<file path="src/rtl/pulse_sequencer.sv">
// Cycle-exact pulse train controller: start latches config, emits
// num_pulses pulses of high_len/low_len cycles, with abort and done strobe.
module pulse_sequencer #(
  parameter int CW = 8
) (
  input  logic          clock,
  input  logic          reset_n,
  input  logic          start,
  input  logic          abort,
  input  logic [CW-1:0] high_len,
  input  logic [CW-1:0] low_len,
  input  logic [CW-1:0] num_pulses,
  output logic          pulse,
  output logic          busy,
  output logic          done,
  output logic [CW-1:0] remaining
);

  typedef enum logic [1:0] {
    IDLE,
    HIGH,
    LOW,
    FINISH
  } state_t;

  state_t state, state_nx;

  logic [CW-1:0] cnt, cnt_nx;
  logic [CW-1:0] h_m1, h_m1_nx;
  logic [CW-1:0] l_m1, l_m1_nx;
  logic [CW-1:0] rem_nx;
  logic          pulse_nx;
  logic          busy_nx;
  logic          done_nx;

  // Phase counters hold length-1, so a zero length behaves as one cycle
  // and the all-ones length still fits without wrapping.
  function automatic logic [CW-1:0] len_m1(input logic [CW-1:0] len);
    return (len == '0) ? '0 : len - 1'b1;
  endfunction

  always_ff @(posedge clock or negedge reset_n) begin
    if (!reset_n) begin
      state     <= IDLE;
      cnt       <= '0;
      h_m1      <= '0;
      l_m1      <= '0;
      remaining <= '0;
      pulse     <= 1'b0;
      busy      <= 1'b0;
      done      <= 1'b0;
    end else begin
      state     <= state_nx;
      cnt       <= cnt_nx;
      h_m1      <= h_m1_nx;
      l_m1      <= l_m1_nx;
      remaining <= rem_nx;
      pulse     <= pulse_nx;
      busy      <= busy_nx;
      done      <= done_nx;
    end
  end

  always_comb begin
    state_nx = state;
    cnt_nx   = cnt;
    h_m1_nx  = h_m1;
    l_m1_nx  = l_m1;
    rem_nx   = remaining;
    unique case (state)
      IDLE: begin
        if (start) begin
          if (num_pulses != '0) begin
            state_nx = HIGH;
            h_m1_nx  = len_m1(high_len);
            l_m1_nx  = len_m1(low_len);
            cnt_nx   = len_m1(high_len);
            rem_nx   = num_pulses;
          end else begin
            state_nx = FINISH;
            rem_nx   = '0;
          end
        end
      end
      HIGH: begin
        if (abort) begin
          state_nx = FINISH;
        end else if (cnt == '0) begin
          rem_nx = remaining - 1'b1;
          if (remaining > 1) begin
            state_nx = LOW;
            cnt_nx   = l_m1;
          end else begin
            state_nx = FINISH;
          end
        end else begin
          cnt_nx = cnt - 1'b1;
        end
      end
      LOW: begin
        if (abort) begin
          state_nx = FINISH;
        end else if (cnt == '0) begin
          state_nx = HIGH;
          cnt_nx   = h_m1;
        end else begin
          cnt_nx = cnt - 1'b1;
        end
      end
      FINISH: begin
        state_nx = IDLE;
        cnt_nx   = '0;
      end
      default: state_nx = IDLE;
    endcase
  end

  always_comb begin
    pulse_nx = (state_nx == HIGH);
    busy_nx  = (state_nx == HIGH) || (state_nx == LOW);
    done_nx  = (state_nx == FINISH);
  end

endmodule

</file>
<file path="config.mk">
export PLATFORM = sky130hd
export DESIGN_NAME = pulse_sequencer
export DESIGN_NICKNAME = d
export VERILOG_FILES = /design/src/rtl/pulse_sequencer.sv
export SDC_FILE = /design/constraint.sdc
export NUM_CORES = 1
export LEC_CHECK = 0
export BUFFER_PORTS_ARGS = -buffer_cell sky130_fd_sc_hd__buf_2
export CORE_ASPECT_RATIO = 1.2
export CORE_MARGIN = 3
export CORE_UTILIZATION = 40
export DETAILED_ROUTE_END_ITERATION = 12
export GPL_ROUTABILITY_DRIVEN = 0
export PLACE_DENSITY_LB_ADDON = 0.08
export SLEW_MARGIN = 20
export SYNTH_ARGS = -nofsm -noshare
export SYNTH_HDL_FRONTEND = slang
export SYNTH_SLANG_ARGS = --single-unit
</file>
<file path="constraint.sdc">
create_clock -name clock -period 3.05 [get_ports clock]
set_input_delay 0.1525 -clock clock [delete_from_list [all_inputs] [get_ports clock]]
set_output_delay 0.1525 -clock clock [all_outputs]
set_load 0.01 [all_outputs]
</file>
======== Yosys cells after proc, flatten, opt, wreduce, memory -nomap -nowiden ========
Index checks and enable logic that the tools add are counted.
word-level totals
  flip-flop bits (word level) ............. 37
  bits in writable memories ............... 0
  memories kept ........................... 0
  latch bits .............................. 0
  bits of input ports ..................... 28
  output and inout port bits .............. 11
  ROM bits ................................ 0
operators by class
  shift operators ......................... 0
  equality and inequality tests ........... 12
  bitwise logic cells ..................... 0
  reductions and logical operators ........ 10
  multiplexer cells ....................... 23
  $mul .................................... 0
  order comparisons ....................... 1
  add/subtract/negate cells ............... 4
  divide/modulo/power cells ............... 0
operators by type and width
  cell                   number
  $mux W8                13
  $pmux W8 S4            1
  $sub A8 B1 Y8 const B  4
  $logic_not A8 Y1       3
  $pmux W8 S2            1
  $mux W2                6
  $ne A2 B2 Y1 const B   5
  $eq A2 B2 Y1 const B   4
  $gt A8 B1 Y1 const B   1
  $pmux W2 S4            1
  $reduce_bool A8 Y1     1
  $reduce_and A5 Y1      1
  $eq A2 B1 Y1 const B   2
  $reduce_and A4 Y1      1
  $ne A3 B3 Y1 const B   1
  $reduce_and A3 Y1      1
  $logic_not A2 Y1       1
  $reduce_bool A2 Y1     1
  $logic_or A1 B1 Y1     1
  $mux W1                1

======== Depth between registers and ports, before layout ========
  depth after elaboration ................. 7
  depth in mapped cells ................... 10

======== Worst setup path before layout ========
Ideal clock, no wire load.
  path kind ............................... flip-flop to flip-flop
  from .................................... register cnt[0]
  to ...................................... register busy
  setup slack ............................. 715 ps
  arrival time ............................ 2222 ps
  stages on the path, launching flop included .. 11
  period minus slack after synthesis ...... 2335 ps
  setup time .............................. 113 ps
  cells stage by stage .................... dfrtp_1 -> inv_1 -> ha_1 -> or3b_2 -> clkbuf_1 -> nor2_2 -> nand3_1 -> o211ai_1 -> o21ai_0 -> ha_1 -> inv_1
between the ends
  longest elaborated chain between the ends .. 6
  elaborated cells between the ends (all ways) .. 9
  classes of those cells .................. eq/ne (2); mux (5); reduce/logical (2)
ends and longest elaborated chain
  element                                       line     RTL
  from (decl)                                   28       logic [CW-1:0] cnt, cnt_nx;
  from (signal assigned)                        54       cnt <= cnt_nx;
  $logic_not A8 Y1 (*)                          88, 103
  $mux W2 (on tied branches)                    103, 88
  $mux W2 (on tied branches)                    101, 86
  $pmux W2 S4 (*)                               70       unique case (state)
  named net state_nx[0]                         26       state_t state, state_nx;
  $eq A2 B1 Y1 or $eq A2 B2 Y1 (tied branches)  120      busy_nx = (state_nx == HIGH) || (state_nx == LOW);
  $logic_or A1 B1 Y1 (*)                        120
  named net busy_nx                             33       logic busy_nx;
  to (signal assigned)                          59       busy <= busy_nx;
  to (decl)                                     14       output logic busy,
The timed path passes the listed nets; every way through them passes the cells marked *.
A chain may end at the register's enable or synchronous reset.

======== Worst setup path in the final report ========
  from .................................... register cnt[0]
  to ...................................... register cnt[0]
between the ends
  longest elaborated chain between the ends .. 4
  elaborated cells between the ends (all ways) .. 9
  classes of those cells .................. add/sub (1); eq/ne (1); mux (5); reduce/logical (2)
ends and longest elaborated chain
  element                                            line
  $sub A8 B1 Y8 or $logic_not A8 Y1 (tied branches)  -
  $mux W8 (on tied branches)                         103, 88
  $mux W8 (on tied branches)                         101, 86
  $pmux W8 S4                                        70
Parallel ways exist; a longest one is shown, timed or not. The select of a mux whose other input is x is not followed.

==> summary.json <==
{
  "run_status": {"value": "finished, final reports clean"},
  "global_route_usage_over_all_layers": {"value": 18.7, "unit": "%"},
  "core.rowCount": {"value": 30},
  "drtPass1Iterations": {"value": 4},
  "synth_top_cells_by_count": {"value": "37 x sky130_fd_sc_hd__dfrtp_1, 32 x sky130_fd_sc_hd__o21ai_0, 26 x sky130_fd_sc_hd__nand2_1"},
  "irDropWorstVdd": {"value": 262, "unit": "uV"},
  "finalMaxSlewViolations": {"value": 0},
  "syn_area": {"value": 2450, "unit": "um^2"},
  "antenna_violations_before_repair": {"value": 0},
  "synth_edf_count": {"value": 0},
  "r2r_setup_slack": {"value": 580, "unit": "ps"},
  "floorplan.io_pins": {"value": 39},
  "fraction_of_final_layout_cells_sized_beyond_drive_strength_1": {"value": 19.4, "unit": "%"},
  "finClkSkew": {"value": 4.58, "unit": "ps"},
  "worstPathRequired": {"value": 3230, "unit": "ps"},
  "r2r_start": {"value": "cnt[0]$_DFFE_PN0P_"},
  "maximum_number_of_pins_on_one_net_before_global_route_repair": {"value": 38},
  "timing.critical_path.to_type": {"value": "flip-flop"},
  "insertedDiodeCount": {"value": 0},
  "cts_made_buffers": {"value": 5},
  "clk_path_buf_depth": {"value": 2},
  "synth_ff_type": {"value": "sky130_fd_sc_hd__dfrtp_1"},
  "final-hold-violation-count": {"value": 0},
  "grt_overflow": {"value": 0},
  "route.detailed.vias_per_inst": {"value": 5.69},
  "numClockSinks": {"value": 37},
  "power.leakage": {"value": 1.24, "unit": "nW"},
  "cts.clk_slew.worst_paths": {"value": 80, "unit": "ps"},
  "yosys.cell_count.top_type": {"value": "sky130_fd_sc_hd__dfrtp_1"},
  "post-route-util": {"value": 49.6, "unit": "%"},
  "core_area": {"value": 5780, "unit": "um^2"},
  "route.detailed.drc": {"value": 0},
  "rr_endpoint": {"value": "cnt[0]$_DFFE_PN0P_"},
  "fin_worst_setup_slack": {"value": 577, "unit": "ps"},
  "tightest_pin_transition": {"value": 828, "unit": "ps"},
  "die_footprint": {"value": 7110, "unit": "um^2"},
  "async_sr_flop_fraction": {"value": 100, "unit": "%"},
  "grt_pass1_vias": {"value": 2205},
  "timing_worst_setup_path_type": {"value": "flip-flop to flip-flop"},
  "postSynthNetCount": {"value": 326},
  "cts_tree": {"value": "done"},
  "port_buffers": {"value": 38},
  "worstSkewPairLatency": {"value": 300, "unit": "ps"},
  "die_w": {"value": 77.5, "unit": "um"},
  "routed_wl": {"value": 6.30, "unit": "mm"},
  "synthTopCellsByArea": {"value": "sky130_fd_sc_hd__dfrtp_1 38%, sky130_fd_sc_hd__o21ai_0 6.5%, sky130_fd_sc_hd__ha_1 4.6%, sky130_fd_sc_hd__nand2_1 4.0%, sky130_fd_sc_hd__a21oi_1 3.3%"},
  "post-synth-top-area-cell": {"value": "sky130_fd_sc_hd__dfrtp_1"},
  "syn-instance-count": {"value": 289},
  "floorplan.initialDensity": {"value": 42.4, "unit": "%"},
  "slew_headroom": {"value": 44.8, "unit": "%"},
  "synthDistinctLibCells": {"value": 57},
  "proportion_of_synthesized_chip_area_in_sequential_cells": {"value": 37.8, "unit": "%"},
  "critPathArrivalTime": {"value": 2650, "unit": "ps"},
  "worstSetupStartpointType": {"value": "flip-flop"},
  "fmaxAchievable": {"value": 404, "unit": "MHz"},
  "cts_setup_buffers": {"value": 0},
  "dp_worst_setup_slack": {"value": 622, "unit": "ps"},
  "timing.critical_path.fanout_max": {"value": 8},
  "dr_total_vias": {"value": 2332},
  "dp_hpwl": {"value": 4.81, "unit": "mm"},
  "fin_tns_setup": {"value": 0, "unit": "ps"},
  "die-height": {"value": 91.8, "unit": "um"},
  "worstRegToRegCells": {"value": 7},
  "placedInstanceArea": {"value": 2740, "unit": "um^2"},
  "power_density": {"value": 1020, "unit": "nW/um^2"},
  "hold_path.class": {"value": "input pin to flip-flop"},
  "setup_viol_count_final": {"value": 0},
  "synth-warning-count": {"value": 0},
  "min_path_cells": {"value": 2},
  "min_to": {"value": "l_m1[0]$_DFFE_PN0P_"},
  "grt_first_pass_wirelength": {"value": 10.7, "unit": "mm"},
  "syn_avg_cell_area": {"value": 8.49, "unit": "um^2"},
  "nFillCells": {"value": 594},
  "synth_seq_cells": {"value": 37},
  "power": {"value": 2.92, "unit": "mW"},
  "clock-root-buffer": {"value": "sky130_fd_sc_hd__clkbuf_8"},
  "areaGrowthSynthToFinish": {"value": 16.8, "unit": "%"},
  "drt-initial-drc-count": {"value": 163},
  "max_cap_violations": {"value": 0},
  "grt_setup_unrepaired": {"value": "no"},
  "htree_levels": {"value": 2},
  "nNetsFinal": {"value": 366},
  "dr_wl_cell": {"value": 15.4, "unit": "um"},
  "route.antenna.remaining_nets": {"value": 0},
  "min-delay-start": {"value": "low_len[0]"},
  "post-synth-top-area-fraction": {"value": 37.8, "unit": "%"},
  "period_needed": {"value": 2470, "unit": "ps"},
  "postLayoutCellArea": {"value": 2870, "unit": "um^2"},
  "min_period_over_period": {"value": 81.1, "unit": "%"}
}
## critical path, cell delays in order (launching register included)
cell	delay (ps)
sky130_fd_sc_hd__dfrtp_1	460
sky130_fd_sc_hd__inv_1	110
sky130_fd_sc_hd__ha_1	200
sky130_fd_sc_hd__nor3b_1	420
sky130_fd_sc_hd__nand2_1	130
sky130_fd_sc_hd__o22ai_1	450
sky130_fd_sc_hd__buf_4	240
sky130_fd_sc_hd__mux2_2	340
## power by group
group	leakage [nW]	total, mW	switching, mW	internal [mW]
combinational	0.730	1.51	0.871	0.638
sequential	0.457	0.957	0.234	0.723
clock	0.0574	0.452	0.186	0.266
## routing by layer
metal,global-route usage (%),vias to the layer above,wire length [um]
li1,-,1141,-
met1,23.7,1101,2830
met5,0,-,0
met2,31.1,77,2990
met4,7.57,0,167
met3,3.63,13,312
## through the flow
step                      hold slack, ps  cells
after global routing                90.1    410
after CTS                           72.5    410
after detailed placement             308    401
after global placement               312    401
final                               82.0    410
after floorplan                     -143    289
## worst max path at each step
stage | startpoint | endpoint | slack, ps | depth (start not counted)
6_report | cnt[0]$_DFFE_PN0P_ | cnt[0]$_DFFE_PN0P_ | 580 | 7
5_1_grt | cnt[0]$_DFFE_PN0P_ | cnt[0]$_DFFE_PN0P_ | 380 | 7
4_1_cts | cnt[0]$_DFFE_PN0P_ | busy$_DFF_PN0_ | 610 | 10
3_5_place_dp | cnt[0]$_DFFE_PN0P_ | busy$_DFF_PN0_ | 620 | 10
3_3_place_gp | cnt[0]$_DFFE_PN0P_ | busy$_DFF_PN0_ | 710 | 10
2_1_floorplan | cnt[0]$_DFFE_PN0P_ | busy$_DFF_PN0_ | 720 | 10
## cells in the final DEF, fill, tap and decap left out, types with 6 or more instances in the layout
cell type                  Yosys  final
sky130_fd_sc_hd__buf_2         3     38
sky130_fd_sc_hd__o21ai_1       7      7
sky130_fd_sc_hd__nor3_1       14     14
sky130_fd_sc_hd__dfrtp_1      37     37
sky130_fd_sc_hd__nand2_1      26     26
sky130_fd_sc_hd__a21oi_1      16     16
sky130_fd_sc_hd__buf_4         0      7
sky130_fd_sc_hd__xnor2_1       6      6
sky130_fd_sc_hd__o21ai_0      32     32
sky130_fd_sc_hd__nor2_1       20     20
sky130_fd_sc_hd__inv_1        16     16
sky130_fd_sc_hd__nand2b_1      6      6
sky130_fd_sc_hd__ha_1          9      9
sky130_fd_sc_hd__clkbuf_8      0      6
sky130_fd_sc_hd__o22ai_1       6      6
## kinds of logic after synthesis
family	synth area share, %
compound gates	24.5
buf+inv	4.90
simple gates	22.9
mux	2.14
xor+xnor	2.86
fa+ha+maj	5.00
flops	37.8
## flip-flops by register name (all words and copies together) (netlist names)
signal and cells:
cnt 8, busy 1, done 1, pulse 1
remaining 8, h_m1 8, l_m1 8, state 2
## cell type report
cell class	count	area (um^2)	area share, %
clock inverter	2	37.5	1.31
tap	80	100	3.49
sequential	37	926	32.3
multi-input combinational	223	1410	49.1
inverter	16	60.1	2.10
timing repair buffer	46	253	8.82
clock buffer	6	82.6	2.88
## timing repair
item                      CTS  global route
hold endpoints to repair   37             0
hold buffers                1             0
gates resized for setup     0             0
Power figures use the tool's default switching activity.
